[config.mk]
export PLATFORM = sky130hd
export DESIGN_NAME = buyruk_hizalayici
export DESIGN_NICKNAME = d
export VERILOG_FILES = /design/src/rtl/buyruk_hizalayici.sv
export SDC_FILE = /design/constraint.sdc
export NUM_CORES = 1
export LEC_CHECK = 0
export BUFFER_PORTS_ARGS = -buffer_cell sky130_fd_sc_hd__buf_4
export CAP_MARGIN = 40
export CORE_MARGIN = 2
export CORE_UTILIZATION = 35
export CTS_BUF_LIST = sky130_fd_sc_hd__clkbuf_8
export CTS_CLUSTER_SIZE = 8
export DETAILED_ROUTE_END_ITERATION = 8
export PLACE_DENSITY_LB_ADDON = 0.08
export SYNTH_ARGS = -nofsm -noshare
export SYNTH_HDL_FRONTEND = slang
export SYNTH_SLANG_ARGS = --single-unit
export TNS_END_PERCENT = 10
[constraint.sdc]
create_clock -name clk_i -period 4.1 [get_ports clk_i]
set_input_delay 0.205 -clock clk_i [delete_from_list [all_inputs] [get_ports clk_i]]
set_output_delay 0.205 -clock clk_i [all_outputs]
set_load 0.05 [all_outputs]
[src/rtl/buyruk_hizalayici.sv]
// buyruk_hizalayici: second fetch stage. It sits between getir1/L1 instruction
// cache and decode, and turns 32-bit fetch words into RV32IC instructions.
//
// Operation:
//   - Tracks outstanding L1 requests and their PS values in request order.
//   - Splits each returned 32-bit word into 16-bit parcels held in a parcel queue.
//   - Re-assembles compressed and 32-bit instructions, including 32-bit
//     instructions that straddle two fetch words.
//   - Hands one instruction per cycle to decode.
//   - A flush discards the parcel queue and the output register. Responses to
//     requests issued before the flush are then dropped as they come back.
//
// Handshake rule, for both the l1b and coz sides: a transfer happens on a rising
// edge where valid and ready are both high. A holder of valid keeps valid and
// its payload stable until that transfer happens. Ready may be driven
// independently of valid.
//
// Ports:
//   clk_i, rstn_i               clock; synchronous active-low reset
//   g1_istek_yapildi_i          getir1 issued an L1 request this cycle
//   g1_istek_ps_i               PS of that request (bit 0 always 0)
//   g1_istek_izin_o             a new request is permitted (outstanding < MAKS_BEKLEYEN)
//   l1b_buyruk_i                returned fetch word; parcel 0 = [15:0], parcel 1 = [31:16]
//   l1b_buyruk_gecerli_i        response valid
//   l1b_buyruk_hazir_o          response accept
//   coz_buyruk_o                instruction (compressed ones zero-extended in [15:0])
//   coz_buyruk_ps_o             PS of the instruction's first parcel
//   coz_buyruk_sikistirilmis_o  instruction is 16-bit
//   coz_buyruk_gecerli_o        output valid
//   coz_buyruk_hazir_i          decode ready
//   cek_bosalt_i                pipeline flush, single-cycle pulse
module buyruk_hizalayici #(
  parameter int PS_BIT          = 32,
  parameter int KUYRUK_DERINLIK = 8,
  parameter int MAKS_BEKLEYEN   = 3
) (
  input  logic              clk_i,
  input  logic              rstn_i,
  input  logic              g1_istek_yapildi_i,
  input  logic [PS_BIT-1:0] g1_istek_ps_i,
  output logic              g1_istek_izin_o,
  input  logic [31:0]       l1b_buyruk_i,
  input  logic              l1b_buyruk_gecerli_i,
  output logic              l1b_buyruk_hazir_o,
  output logic [31:0]       coz_buyruk_o,
  output logic [PS_BIT-1:0] coz_buyruk_ps_o,
  output logic              coz_buyruk_sikistirilmis_o,
  output logic              coz_buyruk_gecerli_o,
  input  logic              coz_buyruk_hazir_i,
  input  logic              cek_bosalt_i
);

  localparam int QA_W = $clog2(KUYRUK_DERINLIK);
  localparam int QO_W = $clog2(KUYRUK_DERINLIK + 1);
  localparam int BK_W = $clog2(MAKS_BEKLEYEN + 1);
  localparam int RA_W = (MAKS_BEKLEYEN > 1) ? $clog2(MAKS_BEKLEYEN) : 1;

  // ---------------------------------------------------------------------------
  // Request queue and outstanding / drop counters
  // ---------------------------------------------------------------------------
  logic [PS_BIT-1:0] rq_mem_q [MAKS_BEKLEYEN];
  logic [RA_W-1:0]   rq_yaz_q, rq_yaz_d;
  logic [RA_W-1:0]   rq_oku_q, rq_oku_d;
  logic [BK_W-1:0]   bekleyen_q, bekleyen_d;
  logic [BK_W-1:0]   dusur_q, dusur_d;

  logic              istek_kabul;
  logic              yanit_kabul;
  logic              yanit_pop;
  logic              yanit_sakla;
  logic [PS_BIT-1:0] bas_ps;
  logic [PS_BIT-1:0] ps_hizali;
  logic [PS_BIT-1:0] ps_ust;
  logic              unused_ps_bit0;

  // ---------------------------------------------------------------------------
  // Parcel queue
  // ---------------------------------------------------------------------------
  logic [15:0]       pq_veri_q [KUYRUK_DERINLIK];
  logic [PS_BIT-1:0] pq_ps_q   [KUYRUK_DERINLIK];
  logic [QA_W-1:0]   pq_yaz_q, pq_yaz_d;
  logic [QA_W-1:0]   pq_oku_q, pq_oku_d;
  logic [QO_W-1:0]   pq_dolu_q, pq_dolu_d;
  logic [QO_W-1:0]   bos_yer;

  logic              yaz0_en, yaz1_en;
  logic [QA_W-1:0]   yaz0_adr, yaz1_adr;
  logic [15:0]       yaz0_veri, yaz1_veri;
  logic [PS_BIT-1:0] yaz0_ps, yaz1_ps;
  logic [1:0]        yaz_n;
  logic [1:0]        oku_n;

  // ---------------------------------------------------------------------------
  // Output register
  // ---------------------------------------------------------------------------
  logic [31:0]       cb_q, cb_d;
  logic [PS_BIT-1:0] cps_q, cps_d;
  logic              csk_q, csk_d;
  logic              cgec_q, cgec_d;

  logic              cikis_bos;
  logic [15:0]       p0, p1;
  logic              p0_sik;

  function automatic logic [RA_W-1:0] rq_sonraki(input logic [RA_W-1:0] p);
    if (p == RA_W'(MAKS_BEKLEYEN - 1)) begin
      return '0;
    end
    return p + RA_W'(1);
  endfunction

  // Both permissions depend only on registered state (plus reset), so they
  // never depend on same-cycle activity on the other side.
  assign bos_yer            = QO_W'(KUYRUK_DERINLIK) - pq_dolu_q;
  assign g1_istek_izin_o    = (bekleyen_q < BK_W'(MAKS_BEKLEYEN));
  assign l1b_buyruk_hazir_o = rstn_i && ((dusur_q != '0) || (bos_yer >= QO_W'(2)));

  assign istek_kabul = g1_istek_yapildi_i && g1_istek_izin_o;
  assign yanit_kabul = l1b_buyruk_gecerli_i && l1b_buyruk_hazir_o;
  // A response with nothing outstanding cannot be matched to a request, so it
  // neither pops nor counts.
  assign yanit_pop   = yanit_kabul && (bekleyen_q != '0);
  // A response is kept only outside drop mode and outside a flush cycle.
  assign yanit_sakla = yanit_pop && !cek_bosalt_i && (dusur_q == '0);

  assign bas_ps         = rq_mem_q[rq_oku_q];
  assign ps_hizali      = {bas_ps[PS_BIT-1:2], 2'b00};
  assign ps_ust         = {bas_ps[PS_BIT-1:2], 2'b10};
  assign unused_ps_bit0 = bas_ps[0];

  always_comb begin
    rq_yaz_d   = rq_yaz_q;
    rq_oku_d   = rq_oku_q;
    bekleyen_d = bekleyen_q;
    dusur_d    = dusur_q;

    if (istek_kabul) begin
      rq_yaz_d = rq_sonraki(rq_yaz_q);
    end
    if (yanit_pop) begin
      rq_oku_d = rq_sonraki(rq_oku_q);
    end

    case ({istek_kabul, yanit_pop})
      2'b10:   bekleyen_d = bekleyen_q + BK_W'(1);
      2'b01:   bekleyen_d = bekleyen_q - BK_W'(1);
      default: bekleyen_d = bekleyen_q;
    endcase

    // Every request still outstanding after this cycle's response was issued
    // before the flush, so all of their responses are stale. A request made in
    // the flush cycle itself is not counted here.
    if (cek_bosalt_i) begin
      dusur_d = bekleyen_q - BK_W'(yanit_pop);
    end else if (yanit_pop && (dusur_q != '0)) begin
      dusur_d = dusur_q - BK_W'(1);
    end
  end

  // Parcel write side. A word fetched for a PS with bit 1 set carries only one
  // useful parcel, its upper half.
  always_comb begin
    yaz0_en   = 1'b0;
    yaz1_en   = 1'b0;
    yaz0_adr  = pq_yaz_q;
    yaz1_adr  = pq_yaz_q + QA_W'(1);
    yaz0_veri = l1b_buyruk_i[15:0];
    yaz1_veri = l1b_buyruk_i[31:16];
    yaz0_ps   = ps_hizali;
    yaz1_ps   = ps_ust;
    yaz_n     = 2'd0;
    if (yanit_sakla) begin
      if (bas_ps[1]) begin
        yaz0_en   = 1'b1;
        yaz0_veri = l1b_buyruk_i[31:16];
        yaz0_ps   = ps_ust;
        yaz_n     = 2'd1;
      end else begin
        yaz0_en = 1'b1;
        yaz1_en = 1'b1;
        yaz_n   = 2'd2;
      end
    end
  end

  // Assembly and output register. Only registered occupancy is used, so a
  // parcel written this cycle becomes visible to assembly next cycle.
  always_comb begin
    cikis_bos = !cgec_q || coz_buyruk_hazir_i;
    p0        = pq_veri_q[pq_oku_q];
    p1        = pq_veri_q[pq_oku_q + QA_W'(1)];
    p0_sik    = (p0[1:0] != 2'b11);

    cb_d   = cb_q;
    cps_d  = cps_q;
    csk_d  = csk_q;
    cgec_d = cgec_q;
    oku_n  = 2'd0;

    if (cikis_bos) begin
      cgec_d = 1'b0;
      if ((pq_dolu_q != '0) && p0_sik) begin
        cb_d   = {16'h0000, p0};
        cps_d  = pq_ps_q[pq_oku_q];
        csk_d  = 1'b1;
        cgec_d = 1'b1;
        oku_n  = 2'd1;
      end else if ((pq_dolu_q >= QO_W'(2)) && !p0_sik) begin
        cb_d   = {p1, p0};
        cps_d  = pq_ps_q[pq_oku_q];
        csk_d  = 1'b0;
        cgec_d = 1'b1;
        oku_n  = 2'd2;
      end
    end

    pq_yaz_d  = pq_yaz_q + QA_W'(yaz_n);
    pq_oku_d  = pq_oku_q + QA_W'(oku_n);
    pq_dolu_d = pq_dolu_q + QO_W'(yaz_n) - QO_W'(oku_n);

    if (cek_bosalt_i) begin
      cgec_d    = 1'b0;
      pq_yaz_d  = '0;
      pq_oku_d  = '0;
      pq_dolu_d = '0;
    end
  end

  always_ff @(posedge clk_i) begin
    if (!rstn_i) begin
      rq_yaz_q   <= '0;
      rq_oku_q   <= '0;
      bekleyen_q <= '0;
      dusur_q    <= '0;
      pq_yaz_q   <= '0;
      pq_oku_q   <= '0;
      pq_dolu_q  <= '0;
      cb_q       <= '0;
      cps_q      <= '0;
      csk_q      <= 1'b0;
      cgec_q     <= 1'b0;
    end else begin
      rq_yaz_q   <= rq_yaz_d;
      rq_oku_q   <= rq_oku_d;
      bekleyen_q <= bekleyen_d;
      dusur_q    <= dusur_d;
      pq_yaz_q   <= pq_yaz_d;
      pq_oku_q   <= pq_oku_d;
      pq_dolu_q  <= pq_dolu_d;
      cb_q       <= cb_d;
      cps_q      <= cps_d;
      csk_q      <= csk_d;
      cgec_q     <= cgec_d;
    end
  end

  // Storage arrays need no reset: their contents are only read through
  // pointers and occupancy, which are reset.
  always_ff @(posedge clk_i) begin
    if (istek_kabul) begin
      rq_mem_q[rq_yaz_q] <= g1_istek_ps_i;
    end
    if (yaz0_en) begin
      pq_veri_q[yaz0_adr] <= yaz0_veri;
      pq_ps_q[yaz0_adr]   <= yaz0_ps;
    end
    if (yaz1_en) begin
      pq_veri_q[yaz1_adr] <= yaz1_veri;
      pq_ps_q[yaz1_adr]   <= yaz1_ps;
    end
  end

  assign coz_buyruk_o               = cb_q;
  assign coz_buyruk_ps_o            = cps_q;
  assign coz_buyruk_sikistirilmis_o = csk_q;
  assign coz_buyruk_gecerli_o       = cgec_q;

endmodule

Yosys cells after proc, flatten, opt, wreduce, memory -nomap -nowiden
Memory sizes are Yosys's and may differ from the RTL's. A register that Yosys moved wholly into a read port is not among the register bits.
Index checks and enable logic that the tools add are counted.
{"block": "word_totals", "regBits": 84, "latchBits": 0, "ram_bits": 480, "mem_bits_ro": 0, "inputBits": 70, "output_inout_bits": 68, "word_cells": 100, "n_memories": 3}
{"block": "op_classes", "addsub": 13, "multipliers": 0, "div_mod_pow": 0, "magnitude_cmp": 3, "eq_ne": 5, "shifts": 0, "muxes": 41, "bitwise": 1, "reduce_logical": 23}
{"memory": "pq_ps_q", "depth": 8, "word_bits": 32, "read_ports": 1, "rd_clocked_by_memory_dff": 1, "write_ports": 2, "line": "80", "text": "logic [PS_BIT-1:0] pq_ps_q [KUYRUK_DERINLIK];"}
{"memory": "pq_veri_q", "depth": 8, "word_bits": 16, "read_ports": 2, "rd_clocked_by_memory_dff": 1, "write_ports": 2, "line": "79", "text": "logic [15:0] pq_veri_q [KUYRUK_DERINLIK];"}
{"memory": "rq_mem_q", "depth": 3, "word_bits": 32, "read_ports": 1, "rd_clocked_by_memory_dff": 1, "write_ports": 1, "line": "61", "text": "logic [PS_BIT-1:0] rq_mem_q [MAKS_BEKLEYEN];"}
{"op": "$mux 32", "count": 4}
{"op": "$mux 16", "count": 2}
{"op": "$mux 2", "count": 15}
{"op": "$mux 1", "count": 17}
{"op": "$reduce_bool 2->1", "count": 5}
{"op": "$logic_and 1x1->1", "count": 9}
{"op": "$ge 4x2->1 const B", "count": 2}
{"op": "$add 2x1->2 const B", "count": 3}
{"op": "$add 3x1->3 const B", "count": 2}
{"op": "$add 3x2->3", "count": 2}
{"op": "$eq 2x2->1 const B", "count": 3}
{"op": "$mux 3", "count": 2}
{"op": "$add 4x2->4", "count": 1}
{"op": "$pmux 2 s2", "count": 1}
{"op": "$reduce_bool 4->1", "count": 1}
{"op": "$sub 2x1->2 const B", "count": 2}
{"op": "$sub 4x2->4", "count": 1}
{"op": "$sub 4x4->4 const A", "count": 1}
{"op": "$logic_not 1->1", "count": 3}
{"op": "$eq 2x1->1 const B", "count": 1}
{"op": "$logic_not 2->1", "count": 1}
{"op": "$logic_or 1x1->1", "count": 2}
{"op": "$lt 2x2->1 const B", "count": 1}
{"op": "$ne 2x2->1 const B", "count": 1}
{"op": "4 further kinds", "count": 4}

Longest topological paths before layout
Gate-level depths: netlist (run 1).
{"block": "logic_depth", "depth_word": 11, "mapped_depth": 15, "mapped_depth_nobuf": 14}

Worst setup path before layout (run 1)
Ideal clock, no wire load.
{"block": "synth_path", "path_kind": "reg2reg", "start": "register (tool-made name)", "end": "memory pq_ps_q[5][10], enable pin", "setup_ns": 0.450, "arrival_ns": 3.726, "t_required_ns": 3.650, "setup_slack_ns": -0.076, "path_stages_with_launch": 10, "n_path_buf": 4, "period_less_slack_ns": 4.176, "cell_sequence": "dfxtp_1 clkbuf_1 mux2i_1 o21a_1 clkbuf_1 clkbuf_1 and3_1 a21oi_1 clkbuf_1 nor2_1"}
{"element": "to (decl)", "line": "80"}

==> key figures, run 1 <==
Floorplanning
  – Die area: 76520 um2
  – Die height: 276.6 um
  – # IOs: 138
  – Die X: 276.6 um
  – Core area: 73330 um2
  – Initial Util: 35.47%
  – # rows: 99

Yosys
  – Simple-gate share of the synthesized area: 6.888%
  – Syn Area/Cell: 13.33 um2
  – Yosys warning count: 0
  – Synth Flop Type: edfxtp_1
  – Post-Synthesis Cells: 1951
  – Post-synthesis sequential area ratio: 60.38%
  – Synth Register Bits: 554
  – Multiplexer area fraction after synthesis: 19.74%
  – Synthesized Nets: 2039
  – Mapped cell area: 26010 um2
  – Main combinational cell family by area after synthesis: multiplexers
  – Post-synthesis adder-cell area fraction: 0.9812%
  – Compound-gate portion of the synthesized area: 8.672%
  – Post-synth EDFFs: 461
  – Post-synth ARST share: 0%
  – Library cells used by synthesis: 53
  – Synth Area in XOR/XNOR: 0.3367%

Pwr
  – Leak: 10.26 nW
  – Worst vdd ir: 0.3519 mV
  – Switching share of power: 36.99%
  – Seq pwr share: 38.2%
  – Switching pwr: 6.685 mW
  – Clock power frac: 28.4%
  – Comb power frac: 33.4%
  – Pwr per Cell Area: 577.4 nW/um2
  – P_int: 11.39 mW

Drt
  – Initial DRC count: 1182
  – Total number of vias: 17480
  – Antenna Nets Post-Route: 0
  – WL per Instance: 24.47 um
  – # DRC: 0
  – DRT Wirelength: 78930 um
  – Drt pass-1 iters: 8
  – Vias per inst: 5.418

GRT
  – Initial antenna violation count: 1
  – Largest net degree at the start of global routing: 135
  – Total GRT Usage: 20.38%
  – First-pass GRT wire length: 116600 um
  – Vias in the first global route: 18020
  – Grt ovf: 0

Placement
  – Placer Congestion: 0.7516
  – DP HPWL: 44090 um
  – Placed Area: 28480 um2
  – Dpl cells: 2950
  – Port-buffer cells: 135

Clock network
  – Maximum root-to-sink buffer count: 3
  – H-tree levels: 3
  – Root Buffer Master: clkbuf_8
  – Clock transition at path regs: 60 ps
  – CTS sink cnt: 554
  – CTS tree: built
  – CTS buffer count: 102
  – Worst-Skew Late Latency: 720 ps
  – Post_cts resized: 0
  – Post-CTS setup buffer count: 0

Cells and area
  – Area of the multi-input gates: 9782 um2
  – Design Area, Final: 31300 um2
  – Share of cells above drive strength 1: 28.24%
  – # fillers: 6817
  – Layout area overhead: 20.33%
  – Register area: 15710 um2
  – Non-Filler Instances: 3226
  – # nets final: 2266

Flow run
  – Max-cap violations: 0

Critical path
  – CP endpoint kind: flop
  – Startpoint types: flop
  – Crit path required time: 4530 ps
  – CP arrival: 4290 ps
  – Critical Path Fanout Max: 18
  – WS Path Type: flop to flop
  – Worst reg2reg path depth: 9

STA
  – Slew margin rel.: 24.45%
  – Setup-failing EPs final: 0
  – Fin crit share: 94.05%
  – Fmax: 0.2593 GHz
  – Final hold viol count: 0
  – Hold_ws: 125.4 ps
  – Minimum clock period: 3856 ps
  – Final Slew Violations: 0
  – Fin Clk Skew: 47.14 ps
  – Unrepaired setup endpoints after global routing: no
  – Measured slew at the worst slew-check pin: 1133 ps

Min path
  – Hold crit path type: input pin to flop
  – WHS Path Cells: 5

Status
  – Status: finished, final reports clean
flip-flops by register name, indices dropped and copies added (netlist names), named ones only:
register	flops
bekleyen_q	2
coz_buyruk_gecerli_o	1
coz_buyruk_o	32
coz_buyruk_ps_o	31
coz_buyruk_sikistirilmis_o	1
dusur_q	2
pq_dolu_q	4
pq_oku_q	3
pq_ps_q	248
pq_veri_q	128
pq_yaz_q	3
rq_mem_q	93
rq_oku_q	2
rq_yaz_q	2
logic make-up after synthesis:
family	count (synthesis)
other cells	1
compound gates	311
fa+ha+maj	18
simple gates	441
buf+inv	178
mux	438
flops	554
xor+xnor	10
path summary, 6_finish.rpt:
| kind | from | endpoint | slack, ps |
|---|---|---|---|
| worst max register to register | pq_dolu_q[1] | pq_veri_q[5][6] | 240 |
| worst max-delay path | pq_dolu_q[1] | pq_veri_q[5][6] | 240 |
| worst min-delay path | l1b_buyruk_gecerli_i | flop | 130 |
| worst min register to register | dusur_q[1] | dusur_q[1] | 460 |
power groups by stage:
stage	clock network (mW)	registers, mW	logic (mW)
detailed placement	0	7.02	6.01
global placement	0	7.00	5.79
CTS	5.29	6.90	6.09
finish	5.13	6.91	6.03
floorplan	0	7.80	3.07
global route	5.53	6.95	6.43
layout make-up:
| cell class | instances | share of cell area (%) |
|---|---|---|
| antenna | 1 | 0.007995 |
| clock buffer | 113 | 4.969 |
| clock inverter | 79 | 1.375 |
| inverter | 21 | 0.2518 |
| multi-input combinational | 1219 | 31.25 |
| sequential | 554 | 50.20 |
| tap | 959 | 3.834 |
| timing repair buffer | 280 | 8.115 |
Yosys cell counts (3+ instances only):
cell type / count / area, um2
inv_1: 20 / 75.07
buf_6: 5 / 56.30
a21oi_2: 4 / 35.03
and2_1: 6 / 37.54
xnor2_1: 5 / 43.79
a21oi_1: 25 / 125.1
nand3_1: 22 / 110.1
a211oi_1: 6 / 45.04
o211ai_1: 4 / 30.03
a31oi_1: 36 / 225.2
mux2i_1: 166 / 1662
xor2_1: 5 / 43.79
nand2_1: 103 / 386.6
nand2b_1: 8 / 50.05
fa_1: 4 / 80.08
buf_4: 8 / 60.06
and3_1: 6 / 37.54
a32oi_1: 90 / 788.3
clkbuf_1: 104 / 390.4
o221ai_1: 3 / 26.28
buf_2: 35 / 175.2
nor2_1: 272 / 1021
a221oi_1: 42 / 367.9
mux4_2: 36 / 810.8
ha_1: 14 / 175.2
o21ai_0: 41 / 205.2
edfxtp_1: 461 / 13840
nor2_2: 4 / 25.02
dfxtp_1: 93 / 1862
buf_1: 5 / 18.77
mux2_2: 235 / 2646
nor2b_1: 8 / 50.05
nor3_1: 5 / 25.02
o22ai_1: 46 / 287.8
through the flow:
stage | setup TNS, ps | setup WS (ps) | utilization, % | total power [mW]
finish | 0 | 244.0 | 42.68 | 18.07
global route | 0 | 73.01 | 42.68 | 18.92
CTS | 0 | 277.5 | 42.68 | 18.29
detailed placement | 0 | 701.8 | 38.84 | 13.02
global placement | 0 | 682.8 | 38.61 | 12.78
floorplan | -2279 | -38.14 | - | 10.87
critical path, cell delays in order (launching register included):
cell,delay [ps]
dfxtp_1,410
inv_1,110
ha_1,300
or3b_1,370
a21oi_1,390
a21bo_1,720
nor2_2,90
buf_4,290
mux2_2,310
dlygate4sd3_1,550
cell usage in the layout (no fill, tap or decap), types with 6 or more instances in the layout:
master	n
a211oi_1	6
a21oi_1	18
a21oi_4	7
a221oi_1	42
a31oi_1	34
a32oi_1	90
and3_1	6
buf_12	12
buf_4	181
clkbuf_8	113
clkinv_1	26
clkinv_2	6
dfxtp_1	90
dlygate4sd3_1	83
edfxtp_1	461
ha_1	13
inv_1	59
mux2_2	235
mux2i_1	166
mux4_2	36
nand2_1	101
nand2b_1	7
nand3_1	22
nor2_1	262
nor2_4	10
nor2b_1	7
o21ai_0	41
o22ai_1	46
what timing repair did:
item	CTS	global route
setup endpoints to repair	0	0
hold buffers	83	0
endpoints found under the hold margin	237	0
per-layer routing:
layer / GRT usage [%] / wire length, um / part of all wire [%] / up-vias
li1: - / - / - / 8006
met1: 26.18 / 34190 / 43 / 8809
met2: 34.97 / 38840 / 49 / 519
met3: 3.670 / 3790 / 4.8 / 145
met4: 6.285 / 2116 / 2.7 / 0
met5: 0 / 0 / 0 / -
Note: power is estimated with default switching activity, not from simulation.
==> inputs of run 2 (changes only) <==
- SETUP_SLACK_MARGIN: default -> 0.5
==> run 2 against run 1 <==
- global-route usage is essentially flat
- fmax up 13%
- setup slack better by 450 ps
- largest power group unchanged
==> key figures, run 2 (synthesized netlist as in run 1, its figures left out) <==
Critical path
  – Critical path's slowest cell: nor2_4
  – Critical path's largest stage delay: 660 ps (-60 ps)
  – Worst path cell trace: inv_1, ha_1, nand2b_1, o211ai_1, a21bo_1, buf_4, nor2_4, buf_12
  – Critical Path Fanout Max: 28 (+10)
  – CP arrival: 3760 ps (-530 ps)
  – Startpoint types: flop
  – Crit path required time: 4460 ps (-70 ps)
  – WS Path Type: flop to flop
  – CP endpoint kind: flop

Floorplanning
  – Core area: 73330 um2 (unchanged)
  – # rows: 99 (unchanged)
  – Initial Util: 35.47% (unchanged)
  – Die height: 276.6 um (unchanged)
  – Die X: 276.6 um (unchanged)
  – # IOs: 138 (unchanged)
  – Die area: 76520 um2 (unchanged)

STA
  – Unrepaired setup endpoints after global routing: no
  – Hold_ws: 125.4 ps (-0.02700 ps)
  – Final Slew Violations: 0 (unchanged)
  – Final hold viol count: 0 (unchanged)
  – Measured slew at the worst slew-check pin: 1091 ps (-42.31 ps)
  – Slew margin rel.: 27.27% (+2.8 points)
  – Minimum clock period: 3403 ps (-453.4 ps)
  – Setup-failing EPs final: 0 (unchanged)
  – Fin Clk Skew: 45.21 ps (-1.932 ps)
  – Fin crit share: 82.99% (-11 points)
  – Fmax: 0.2939 GHz (+13%)

Cells and area
  – Largest regs: pq_ps_q (248), pq_veri_q (128), rq_mem_q (93)
  – Share of cells above drive strength 1: 28.44% (+0.20 points)
  – # nets final: 2250 (-0.71%)
  – Most common cell after layout, fill and taps aside: edfxtp_1
  – Largest register FFs: 248 (unchanged)
  – Biggest register: pq_ps_q
  – Post-layout util: 42.47% (-0.21 points)
  – Layout area overhead: 19.72%
  – # fillers: 6820 (+0.044%)
  – Leading cell types in the layout, fill and taps excluded: 461 x edfxtp_1, 262 x nor2_1, 235 x mux2_2

Clock network
  – Maximum root-to-sink buffer count: 3 (unchanged)
  – Root Buffer Master: clkbuf_8
  – Post-CTS setup buffer count: 0 (unchanged)
  – CTS tree: built
  – CTS sink cnt: 554 (unchanged)
  – CTS Hold Bufs: 67 (-19%)
  – Worst-Skew Late Latency: 720 ps (about the same)
  – Post_cts resized: 0 (unchanged)
  – Clock transition at path regs: 60 ps (about the same)
  – H-tree levels: 3 (unchanged)
  – CTS buffer count: 102 (unchanged)

GRT
  – Largest net degree at the start of global routing: 135 (unchanged)
  – Grt ovf: 0 (unchanged)
  – First-pass GRT wire length: 116400 um (-0.24%)
  – Initial antenna violation count: 1 (unchanged)
  – Vias in the first global route: 17910 (-0.63%)
  – Total GRT Usage: 20.34% (-0.039 points)

Drt
  – Drt pass-1 iters: 9 (+1)
  – WL per Instance: 24.48 um (about the same)
  – DRT Wirelength: 78610 um (-0.41%)
  – Vias per inst: 5.409 (-0.17%)
  – Antenna Nets Post-Route: 0 (unchanged)
  – Total number of vias: 17370 (-0.63%)
  – Initial DRC count: 1154 (-2.4%)
  – # DRC: 0 (unchanged)

Placement
  – Placer Congestion: 0.7516 (unchanged)
  – DP HPWL: 44090 um (unchanged)
  – Port-buffer cells: 135 (unchanged)

Flow run
  – Max-cap violations: 0 (unchanged)

Status
  – Status: finished, final reports clean

Min path
  – Hold crit path type: input pin to flop

Pwr
  – Pwr per Cell Area: 579.2 nW/um2 (+0.32%)
  – Leak: 10.20 nW (-0.65%)
  – Worst vdd ir: 0.3526 mV (+0.20%)
run 2: cell types whose count changed in the layout (fill, tap and decap cells not counted), sizes merged:
| cell | change |
|---|---|
| dlygate4sd3 | -16 |
| diode | +1 |
run 2: power breakdown:
| part | total (mW) | internal (mW) | leakage (nW) | switching, mW |
|---|---|---|---|---|
| clock | 5.13 | 2.68 | 1.16 | 2.45 |
| sequential | 6.91 | 6.56 | 4.98 | 0.352 |
| combinational | 6.00 | 2.13 | 4.06 | 3.87 |
| total | 18.0 | 11.4 | 10.2 | 6.67 |
run 2: worst max-delay path, delay by kind of cell (launching register included):
family	cells	cell delay, ps
and+or+nand+nor	2	770
DFF	1	410
AOI/OAI and AO/OA	2	770
buffers and inverters	3	790
adders and majority gates	1	280
run 2: worst paths after layout:
kind | startpoint | endpoint | slack, ps | depth (start not counted)
max | pq_dolu_q[1] | pq_veri_q[0][8] | 700 | 8
min | l1b_buyruk_gecerli_i | flop | 130 | 5
max reg2reg | pq_dolu_q[1] | pq_veri_q[0][8] | 700 | 8
min reg2reg | dusur_q[1] | dusur_q[1] | 470 | 2
run 2: final cells by class:
type / instances / area [um2] / share of cell area, %
flip-flops and latches: 554 / 15710 / 50.45
multi-input cells: 1219 / 9782 / 31.41
repair buffers: 264 / 2380 / 7.642
clock buffers: 113 / 1555 / 4.994
well taps: 959 / 1200 / 3.853
clock inverters: 79 / 430.4 / 1.382
inverters: 21 / 78.83 / 0.2531
diodes: 2 / 5.005 / 0.01607
run 2: metrics by stage:
step	setup WS [ps]	power (mW)	instances	setup TNS [ps]	instance area [um2]
6_report	697.4	18.04	3211	0	31140
5_1_grt	518.4	18.89	3210	0	31140
4_1_cts	643.5	18.27	3209	0	31140
3_5_place_dp	701.8	13.02	2950	0	28480
3_3_place_gp	682.8	12.78	2943	0	28310
2_1_floorplan	-38.14	10.87	1951	-2279	26020
run 2: routing by layer:
metal  wire length [um]  GRT usage, %  up-vias
li1                   -             -     7981
met1              34320         26.18     8729
met2              38620         34.85      520
met3               3620         3.670      139
met4               2041         6.229        0
met5                  0             0        -
